`src/rtl/booth_div.sv`:
```
// Sequential signed divider: restoring division on operand magnitudes, one quotient
// bit per clock, followed by a sign fix-up cycle. Companion to booth_mult.
module booth_div #(
   parameter int width = 8
) (
   input  logic             clk,
   input  logic             rst_n,
   input  logic             start,
   input  logic [width-1:0] A,
   input  logic [width-1:0] B,
   output logic             busy,
   output logic             done,
   output logic [width-1:0] Q,
   output logic [width-1:0] R,
   output logic             div_zero,
   output logic             ovf
);

   localparam int CW = $clog2(width + 1);
   localparam logic [width-1:0] MOST_NEG = {1'b1, {(width-1){1'b0}}};

   typedef enum logic [1:0] {IDLE, CALC, FIX} state_t;

   state_t state_reg, state_next;

   logic             sign_a_reg, sign_b_reg;
   logic [width-1:0] mag_b_reg;
   logic [width:0]   rem_reg;
   logic [width-1:0] quo_reg;
   logic [CW-1:0]    cnt_reg;
   logic             zero_reg, ovf_pend_reg;
   logic             busy_reg, done_reg, div_zero_reg, ovf_reg;
   logic [width-1:0] q_reg, r_reg;

   logic [width-1:0] abs_a, abs_b;
   logic [width+1:0] rem_sh, trial;
   logic             trial_ok;

   assign abs_a = A[width-1] ? -A : A;
   assign abs_b = B[width-1] ? -B : B;

   // One extra headroom bit so the trial subtraction's sign bit is a clean borrow.
   assign rem_sh   = {rem_reg, quo_reg[width-1]};
   assign trial    = rem_sh - {2'b00, mag_b_reg};
   assign trial_ok = ~trial[width+1];

   always_ff @(posedge clk or negedge rst_n) begin
      if (!rst_n) state_reg <= IDLE;
      else        state_reg <= state_next;
   end

   always_comb begin
      state_next = state_reg;
      case (state_reg)
         IDLE: if (start) state_next = (B == '0) ? FIX : CALC;
         CALC: if (cnt_reg == CW'(1)) state_next = FIX;
         FIX:  state_next = IDLE;
         default: state_next = IDLE;
      endcase
   end

   always_ff @(posedge clk or negedge rst_n) begin
      if (!rst_n) begin
         sign_a_reg   <= 1'b0;
         sign_b_reg   <= 1'b0;
         mag_b_reg    <= '0;
         rem_reg      <= '0;
         quo_reg      <= '0;
         cnt_reg      <= '0;
         zero_reg     <= 1'b0;
         ovf_pend_reg <= 1'b0;
         busy_reg     <= 1'b0;
         done_reg     <= 1'b0;
         div_zero_reg <= 1'b0;
         ovf_reg      <= 1'b0;
         q_reg        <= '0;
         r_reg        <= '0;
      end else begin
         case (state_reg)
            IDLE: begin
               done_reg <= 1'b0;
               if (start) begin
                  sign_a_reg   <= A[width-1];
                  sign_b_reg   <= B[width-1];
                  quo_reg      <= abs_a;
                  mag_b_reg    <= abs_b;
                  rem_reg      <= '0;
                  cnt_reg      <= CW'(width);
                  zero_reg     <= (B == '0);
                  ovf_pend_reg <= (A == MOST_NEG) && (B == '1);
                  busy_reg     <= 1'b1;
               end
            end
            CALC: begin
               rem_reg <= trial_ok ? trial[width:0] : rem_sh[width:0];
               quo_reg <= {quo_reg[width-2:0], trial_ok};
               cnt_reg <= cnt_reg - CW'(1);
            end
            FIX: begin
               // On divide-by-zero quo still holds |A|, so re-signing it restores A.
               if (zero_reg) begin
                  q_reg <= '1;
                  r_reg <= sign_a_reg ? -quo_reg : quo_reg;
               end else begin
                  q_reg <= (sign_a_reg ^ sign_b_reg) ? -quo_reg : quo_reg;
                  r_reg <= sign_a_reg ? -rem_reg[width-1:0] : rem_reg[width-1:0];
               end
               div_zero_reg <= zero_reg;
               ovf_reg      <= ovf_pend_reg;
               done_reg     <= 1'b1;
               busy_reg     <= 1'b0;
            end
            default: ;
         endcase
      end
   end

   assign busy     = busy_reg;
   assign done     = done_reg;
   assign Q        = q_reg;
   assign R        = r_reg;
   assign div_zero = div_zero_reg;
   assign ovf      = ovf_reg;

endmodule

```
`config.mk`:
```
export PLATFORM = sky130hd
export DESIGN_NAME = booth_div
export DESIGN_NICKNAME = d
export VERILOG_FILES = /design/src/rtl/booth_div.sv
export SDC_FILE = /design/constraint.sdc
export NUM_CORES = 1
export LEC_CHECK = 0
export CORE_MARGIN = 2
export CORE_UTILIZATION = 55
export CTS_CLUSTER_DIAMETER = 100
export DETAILED_ROUTE_END_ITERATION = 7
export GPL_TIMING_DRIVEN = 0
export PLACE_DENSITY = 0.79
export SLEW_MARGIN = 20
export SYNTH_ARGS = -nofsm -noshare
export SYNTH_HDL_FRONTEND = slang
export SYNTH_SLANG_ARGS = --single-unit
```
`constraint.sdc`:
```
create_clock -name clk -period 2.7 [get_ports clk]
set_input_delay 0.405 -clock clk [delete_from_list [all_inputs] [get_ports clk]]
set_output_delay 0.405 -clock clk [all_outputs]
set_load 0.05 [all_outputs]
```
==> impl_metrics.py <==
metrics = {
    "outcome": {
        "outcome": "finished clean",
    },
    "synthesis": {
        "synth_seq_area_share": 0.409,
        "synth.distinct_cells": 46,
        "yosysWarnings": 0,
        "synth_nets": 413,
        "avgSynthCellArea_sq_um": 8.90,
        "yosysTopAreaCell": "dfrtp_1",
        "synth-seq-cells": 55,
        "yosysTopAreaCellShare": 0.409,
        "synth_cells": 378,
        "yosys_most_used_dff": "dfrtp_1",
        "async_flop_share": 1.00,
        "ys_top_cells_by_area": "dfrtp_1 41%, nand2_1 6.1%, ha_1 5.6%",
        "synthTopCellsByCount": "55 x dfrtp_1, 55 x nand2_1, 34 x o21ai_0",
        "synth_edf_count": 0,
        "netlist_area_sq_mm": 0.00336,
    },
    "timing": {
        "tightest_slew_ns": 0.694,
        "setup_violations": 0,
        "finalClockSkew_ns": 0.00591,
        "fmax_mhz": 431,
        "drv_slew": 0,
        "hold_viol_final": 0,
        "finalCriticalPeriod_ns": 2.32,
        "rsz0062_at_grt": "no",
        "tns_ns": 0,
        "fin_crit_sh": 0.859,
        "relSlewSlack": 0.536,
    },
    "floorplan": {
        "die-width_microns": 82.2,
        "die_y_microns": 82.2,
        "die-area_sq_mm": 0.00676,
        "core-area_sq_mm": 0.00592,
        "io_pins": 39,
        "rows": 28,
        "start_util": 0.568,
    },
    "layout": {
        "seq_area_sq_mm": 0.00138,
        "largest_reg_flops": 9,
        "num_antenna_cells": 0,
        "stdcell_count": 496,
        "drive_above_1_share": 0.0404,
        "multiInputGateArea_sq_mm": 0.00183,
        "final_cell_area_sq_mm": 0.00392,
        "final.fill_count": 484,
        "nets": 456,
        "area_growth_pct": 16.5,
    },
    "cts": {
        "postCtsSetupBuffers": 0,
        "numCtsBuffers": 5,
        "cts_root_buf": "clkbuf_8",
        "cts_resized": 0,
        "path_clk_slew_ns": 0.10,
        "cts_max_path_buffers": 2,
        "cts_max_level": 2,
        "clock_sinks": 55,
        "clock_latency_ns": 0.31,
        "cts_tree": "done",
        "holdBufCountCts": 0,
    },
    "setup_path": {
        "cp-end-kind": "flip-flop",
        "cp_max_fo": 4,
        "crit_slowest_cell": "fa_1",
        "max_stage_delay_ns": 0.41,
        "path_common_cell": "inv_1",
        "crit_required_ns": 2.93,
        "r2r_slack_ns": 0.38,
        "crit_type": "reg2reg",
        "crit_chain": "inv_1 > ha_1 > inv_1 > fa_1 > a211oi_1 > o21bai_1 > a21oi_1 > xnor2_1 > mux2i_1 > o21ai_0",
        "regToRegStartpoint": "quo_reg[7]$_DFFE_PN0P_",
        "ff2ff_path_depth": 10,
        "startpoint_type": "flip-flop",
        "reg2reg_to": "rem_reg[6]$_DFFE_PN0P_",
        "arrival_ns": 2.54,
    },
    "grt": {
        "grt_pass1_vias": 2716,
        "top_usage_layer": "met2",
        "grt_pass1_wl_microns": 12700,
        "grtUsageTotal": 0.249,
        "overflow": 0,
        "met1_usage": 0.322,
        "met3_usage": 0.0359,
        "grt_max_degree": 56,
        "antenna_found_initial": 0,
        "grtUsageMet2": 0.423,
    },
    "detailed_routing": {
        "drt_pre_antenna_iters": 5,
        "vias": 2869,
        "drtAntennaViolNets": 0,
        "vias_per_cell": 5.78,
        "drc": 0,
        "wire_per_inst_microns": 15.1,
        "wirelength_microns": 7510,
        "drtIter0Drc": 193,
    },
    "placement": {
        "port_buffers": 36,
        "globalplace.congestion": 0.856,
        "post_dp_cell_area_sq_mm": 0.00382,
        "place_hpwl_microns": 5700,
        "dp.cells": 489,
    },
    "power_and_ir_drop": {
        "p_leak_nw": 1.72,
        "power_density_mw_per_mm2": 1400,
        "ir_drop_uv": 611,
    },
    "run": {
        "max-cap-violations": 0,
    },
    "hold_path": {
        "hp-class": "in2async",
    },
}
-- cell families after synthesis --
kind of cell	after synthesis	share of synthesized area
XOR/XNOR	37	0.102
AND/OR/NAND/NOR	126	0.169
adder cells (fa/ha/maj)	16	0.0617
buffers and inverters	39	0.0461
multiplexers	14	0.0457
AO/OA/AOI/OAI	91	0.167
flip-flops	55	0.409
-- how the worst max path moves through the flow --
stage | from | to | slack [ns] | depth (start not counted)
floorplan | quo_reg[7]$_DFFE_PN0P_ | rem_reg[8]$_DFFE_PN0P_ | 0.73 | 10
global placement | rst_n | mag_b_reg[6]$_DFFE_PN0P_ | -0.39 | 1
detailed placement | quo_reg[7]$_DFFE_PN0P_ | rem_reg[6]$_DFFE_PN0P_ | 0.43 | 10
CTS | quo_reg[7]$_DFFE_PN0P_ | rem_reg[6]$_DFFE_PN0P_ | 0.38 | 10
global route | quo_reg[7]$_DFFE_PN0P_ | rem_reg[6]$_DFFE_PN0P_ | 0.16 | 10
finish | quo_reg[7]$_DFFE_PN0P_ | rem_reg[6]$_DFFE_PN0P_ | 0.38 | 10
-- critical path: cells and delay by family, from the launching register on --
kind / cells / cell delay, ns
flip-flops: 1 / 0.40
XOR/XNOR: 1 / 0.16
AO/OA/AOI/OAI: 4 / 0.71
buffers and inverters: 2 / 0.24
multiplexers: 1 / 0.10
adder cells (fa/ha/maj): 2 / 0.62
-- per-layer routing --
metal,vias to the layer above,part of all wire,wire (microns)
met5,-,0,0
met4,0,0.022,165
li1,1392,-,-
met2,92,0.50,3720
met3,16,0.050,372
met1,1369,0.43,3250
-- where the power goes --
part | switching, mW | total, mW | internal [mW]
registers | 0.333 | 1.53 | 1.20
logic | 2.03 | 3.44 | 1.41
clock network | 0.265 | 0.537 | 0.273
total | 2.63 | 5.50 | 2.88
-- cells in the final DEF, fill, tap and decap left out, types with 3 or more instances in the layout --
master / n
dfrtp_1: 55
o21ai_0: 34
xnor2_1: 18
a211oi_1: 3
nor2_1: 26
xor2_1: 18
clkdlybuf4s50_1: 35
clkbuf_8: 5
nor2b_1: 5
nand3_1: 15
a22oi_1: 5
a21oi_1: 20
clkbuf_1: 17
o31ai_1: 12
buf_4: 3
inv_1: 20
nor3_1: 8
nand2_1: 55
ha_1: 15
mux2i_1: 12
nand2b_1: 5
-- stage by stage --
stage | power, mW | setup slack (ns) | hold slack [ns] | utilization
floorplan | 4.08 | 0.729 | 0.109 | -
CTS | 5.49 | 0.382 | 0.155 | 0.662
global route | 5.96 | 0.165 | 0.166 | 0.662
global placement | 4.83 | -0.390 | 0.461 | 0.645
detailed placement | 4.92 | 0.426 | 0.471 | 0.645
finish | 5.50 | 0.382 | 0.115 | 0.662
-- cell type report --
cell class                 count  share of cell area
clock inverter                 1             0.00766
tap                           75              0.0239
inverter                      20              0.0192
buffer                        19              0.0204
sequential                    55               0.351
multi-input combinational    284               0.468
clock buffer                   6              0.0185
timing repair buffer          36              0.0913
No activity file was read; power rests on OpenSTA's default activity.
